$ cat src/rtl/std_pkg.sv
// Shared definitions for the std_ block family: default sizes and the
// occupancy-counter width helper.
package std_pkg;

   localparam int STD_WIDTH = 16;
   localparam int STD_DEPTH = 2;

   // Number of bits needed to hold a count in the range 0..depth.
   function automatic int count_w(input int depth);
      return $clog2(depth + 1);
   endfunction

endpackage

$ cat src/rtl/std_pipe_stage.sv
// One pipeline stage: a valid bit plus a data register, with collapsing ready.
// With STD_PIPE_DATA_RST_EN defined, the data register resets and flushes to RST_VAL.
module std_pipe_stage
   import std_pkg::*;
#(
   parameter int               WIDTH   = STD_WIDTH,
   parameter logic [WIDTH-1:0] RST_VAL = '0
) (
   input  logic             clk,
   input  logic             rst,
   input  logic             en,
   input  logic             flush,
   input  logic             up_valid,
   input  logic [WIDTH-1:0] up_data,
   input  logic             dn_ready,
   output logic             v,
   output logic [WIDTH-1:0] d,
   output logic             r
);

   logic             v_q, v_d;
   logic [WIDTH-1:0] d_q, d_d;

   // Ready passes through an empty stage, so bubbles are squeezed out.
   assign r = !v_q | dn_ready;

   always_comb begin
      v_d = v_q;
      d_d = d_q;
      if (en & flush) begin
         v_d = 1'b0;
`ifdef STD_PIPE_DATA_RST_EN
         d_d = RST_VAL;
`endif
      end else if (en & r) begin
         v_d = up_valid;
         if (up_valid) d_d = up_data;
      end
   end

   always_ff @(posedge clk or posedge rst) begin
      if (rst) v_q <= 1'b0;
      else     v_q <= v_d;
   end

`ifdef STD_PIPE_DATA_RST_EN
   always_ff @(posedge clk or posedge rst) begin
      if (rst) d_q <= RST_VAL;
      else     d_q <= d_d;
   end
`else
   always_ff @(posedge clk) begin
      d_q <= d_d;
   end
`endif

   assign v = v_q;
   assign d = d_q;

endmodule

$ cat src/rtl/std_pipe_regs.sv
// Multi-stage valid/ready register pipe with flush, global freeze and occupancy count.
// Optional data reset/flush to RST_VAL is enabled by defining STD_PIPE_DATA_RST_EN.
module std_pipe_regs
   import std_pkg::*;
#(
   parameter int               WIDTH   = STD_WIDTH,
   parameter int               DEPTH   = STD_DEPTH,
   parameter logic [WIDTH-1:0] RST_VAL = '0
) (
   input  logic                      clk,
   input  logic                      rst,
   input  logic                      en,
   input  logic                      flush,
   input  logic                      in_valid,
   output logic                      in_ready,
   input  logic [WIDTH-1:0]          in_data,
   output logic                      out_valid,
   input  logic                      out_ready,
   output logic [WIDTH-1:0]          out_data,
   output logic [count_w(DEPTH)-1:0] count
);

   localparam int CW = count_w(DEPTH);

   logic          push, pop;
   logic [CW-1:0] count_q, count_d;

   // Handshake: a word moves on a port in a cycle where valid and ready are
   // both high at the rising edge; valid never waits on ready, and both are
   // forced low while en is 0, flush is 1 or rst is 1.
   for (genvar i = 0; i < DEPTH; i++) begin : g_stage
      logic             up_v, dn_r, v_o, r_o;
      logic [WIDTH-1:0] up_d, d_o;

      if (i == 0) begin : g_head
         assign up_v = in_valid;
         assign up_d = in_data;
      end else begin : g_body
         assign up_v = g_stage[i-1].v_o;
         assign up_d = g_stage[i-1].d_o;
      end

      if (i == DEPTH - 1) begin : g_tail
         assign dn_r = out_ready;
      end else begin : g_link
         assign dn_r = g_stage[i+1].r_o;
      end

      std_pipe_stage #(
         .WIDTH   (WIDTH),
         .RST_VAL (RST_VAL)
      ) u_stage (
         .clk      (clk),
         .rst      (rst),
         .en       (en),
         .flush    (flush),
         .up_valid (up_v),
         .up_data  (up_d),
         .dn_ready (dn_r),
         .v        (v_o),
         .d        (d_o),
         .r        (r_o)
      );
   end

   assign in_ready  = en & !flush & !rst & g_stage[0].r_o;
   assign out_valid = en & !flush & g_stage[DEPTH-1].v_o;
   assign out_data  = g_stage[DEPTH-1].d_o;

   assign push = in_valid & in_ready;
   assign pop  = out_valid & out_ready;

   always_comb begin
      count_d = count_q;
      if (en & flush)        count_d = '0;
      else if (push & !pop)  count_d = count_q + CW'(1);
      else if (pop & !push)  count_d = count_q - CW'(1);
   end

   always_ff @(posedge clk or posedge rst) begin
      if (rst) count_q <= '0;
      else     count_q <= count_d;
   end

   assign count = count_q;

endmodule

$ cat config.mk
export PLATFORM = sky130hd
export DESIGN_NAME = std_pipe_regs
export DESIGN_NICKNAME = d
export VERILOG_FILES = /design/src/rtl/std_pkg.sv /design/src/rtl/std_pipe_stage.sv /design/src/rtl/std_pipe_regs.sv
export SDC_FILE = /design/constraint.sdc
export NUM_CORES = 1
export LEC_CHECK = 0
export BUFFER_PORTS_ARGS = -buffer_cell sky130_fd_sc_hd__clkbuf_2
export CORE_MARGIN = 1.5
export CORE_UTILIZATION = 46
export CTS_CLUSTER_DIAMETER = 50
export CTS_CLUSTER_SIZE = 28
export DETAILED_ROUTE_END_ITERATION = 8
export PLACE_DENSITY = 0.85
export SLEW_MARGIN = 10
export SYNTH_ARGS = -nofsm -noshare
export SYNTH_HDL_FRONTEND = slang
export SYNTH_SLANG_ARGS = --single-unit
$ cat constraint.sdc
create_clock -name clk -period 5.9 [get_ports clk]
set_input_delay 0.59 -clock clk [delete_from_list [all_inputs] [get_ports clk]]
set_output_delay 0.59 -clock clk [all_outputs]
set_load 0.005 [all_outputs]
==> qor.csv <==
metric,value,unit
Critical Path End Type,primary output,
Crit. Startpoint,g_stage[1].u_stage.v,
antenna diode count,0,
worst hold margin,162,ps
IO buf count,41,
Critical Path RT,5310,ps
final core utilization,0.618,
row cnt,18,
max_cap viols,0,
area fraction of the dominant cell type after synthesis,0.772,
setup violators final,0,
Die ar.,3030,sq um
part of the Yosys area used for sequential elements,0.852,
largest net degree at the start of global routing,17,
internal power,363,uW
TritonRoute pass-1 iters,4,
Max Buffers Root-to-Sink,2,
Worst VDD drop,177,uV
cells after synthesis,65,
Seq pwr share,0.645,
Synth cell types,20,
sw frac,0.208,
logic gate share of total power,0.071,
Area Growth Syn to Fin,25.2,%
critical path type,reg2out,
Starting Density,0.494,
layout net count,136,
H-tree depth,2,
FF-to-FF End,g_stage[0].u_stage.d[7],
initial antenna violation count,0,
initial DRC count,14,
Setup Skew,6.19,ps
Num CTS Buffers,5,
crit start category,flop,
Hold Fails Final Rpt,0,
clock latency on the worst-skew pair,320,ps
unrepaired setup endpoints after global routing,false,
vias in the first global route,690,
WL per Instance,13.8,microns
RePlAce Congestion,0.652,
Clk pwr share,0.284,
Critical Path End,in_ready,
Tightest Hold Check Type,in2async,
Placeable Area,2520,sq um
Critical R2R Launch,g_stage[1].u_stage.v,
syn_nets,87,
share of cells above drive strength 1,0.461,
post-synth top area cell,edfxtp_1,
PostCTS Resize Cnt,0,
global-route wire length before repair,2960,microns
switching pwr,95.2,uW
run status,"complete, no violations",
GRT Total Usage,0.151,
# fillers,205,
Pleak,0.639,nW
cell area power density,294,nW/um^2
synth top area cells,"edfxtp_1, dfrtp_1, nand2_1, xnor2_2, o21ai_0",
routed vias/inst,4.93,
final worst path period share,0.330,
synth warn,0,
R2R setup slack,3960,ps
Antenna Violating Nets Remaining,0,
Slew Limit Fails,0,
CP Max Fanout,5,
Max Fclk,0.513,GHz
Mapped Avg Cell Area,19.2,sq um
Setup TNS Final,0,ps
Clock transition at path regs,100,ps
Rel. slew slack,0.243,
post-DP HPWL,1500,microns
DRC Markers,0,
postcts setup bufs,0,
Chip Width,55.0,microns
clk sinks,36,
Mapped Area,1240,sq um
vias,715,
clk root buf,clkbuf_4,
die height,55.0,microns
Worst Tran Pin Value,1130,ps
WP data arrival,1360,ps
GRT overflow,0,
CTS tree,done,
Final min period,1950,ps
DRT Wirelength,1990,microns
hold-fix buffers at CTS,0,
IO Pins,42,
"flops & latches, synth",36,
worst r2r path cells,2,
==> synthesized netlist by cell type (all sizes together) <==
cell type,count
a21oi,2
a31oi,1
and2,1
and3,1
and3b,1
dfrtp,4
edfxtp,32
inv,3
mux2i,1
nand2,6
nand4b,1
nor2b,1
nor3,2
nor3b,1
nor4,1
o21ai,3
o22ai,1
o32a,1
or4,1
xnor2,1
==> routing by layer <==
metal,track usage,vias up,part of all wire
met5,0,-,0
met4,0.0854,0,0.0090
met3,0.0618,2,0.095
met2,0.246,35,0.49
met1,0.168,329,0.40
li1,-,349,-
==> cell type report <==
class | count | area, sq um | area share
inverters | 3 | 11.3 | 0.00722
well taps | 30 | 37.5 | 0.0241
flip-flops and latches | 36 | 1060 | 0.681
multi-input cells | 26 | 178 | 0.114
clock buffers | 7 | 55.1 | 0.0353
clock inverters | 1 | 3.75 | 0.00241
repair buffers | 42 | 213 | 0.136
==> kinds of logic (layout without fill, tap and decap cells) <==
| family | Yosys count | count (layout) | synth area share |
|---|---|---|---|
| compound gates | 8 | 8 | 0.0392 |
| buf+inv | 3 | 53 | 0.00904 |
| mux | 1 | 1 | 0.00804 |
| flops | 36 | 36 | 0.852 |
| simple gates | 16 | 16 | 0.0784 |
| xor+xnor | 1 | 1 | 0.0131 |
==> layout by cell type (no fill, tap or decap), drive strengths merged, types with 2 or more instances in the layout <==
cell type / synthesis / layout
a21oi: 2 / 2
edfxtp: 32 / 32
dfrtp: 4 / 4
o21ai: 3 / 3
clkbuf: 0 / 48
nand2: 6 / 6
nor3: 2 / 2
inv: 3 / 3
==> through the flow <==
stage	power [mW]	std cells	instance area, sq um	setup slack, ps
after detailed placement	0.335	137	1500	3640
after global routing	0.477	145	1560	3830
after floorplan	0.315	65	1240	3530
after global placement	0.332	137	1500	3740
final	0.459	145	1560	3950
after CTS	0.462	145	1560	3920
==> power groups by stage <==
stage / Clock, mW / Sequential (mW) / Combinational (mW)
3_5_place_dp: 0 / 0.301 / 0.0333
2_1_floorplan: 0 / 0.301 / 0.0143
3_3_place_gp: 0 / 0.301 / 0.0319
5_1_grt: 0.143 / 0.297 / 0.0368
6_report: 0.130 / 0.296 / 0.0328
4_1_cts: 0.133 / 0.296 / 0.0333
==> how the worst min path moves through the flow <==
| stage | to | cells after the start |
|---|---|---|
| finish | g_stage[0].u_stage.v | 2 |
| global route | count[1] | 2 |
| CTS | g_stage[0].u_stage.v | 2 |
| detailed placement | g_stage[1].u_stage.d[5] | 0 |
| global placement | g_stage[1].u_stage.d[10] | 0 |
| floorplan | count[0] | 1 |
==> registers in the layout (all words and copies together) (netlist names) <==
name / cells
count: 2
g_stage.u_stage.d: 32
g_stage.u_stage.v: 2
==> critical path, stage by stage, from the launching register on <==
cell and delay [ps]:
dfrtp_1 430, and3b_4 230, nor3b_1 220, clkbuf_2 150
No activity file was read; power rests on OpenSTA's default activity.
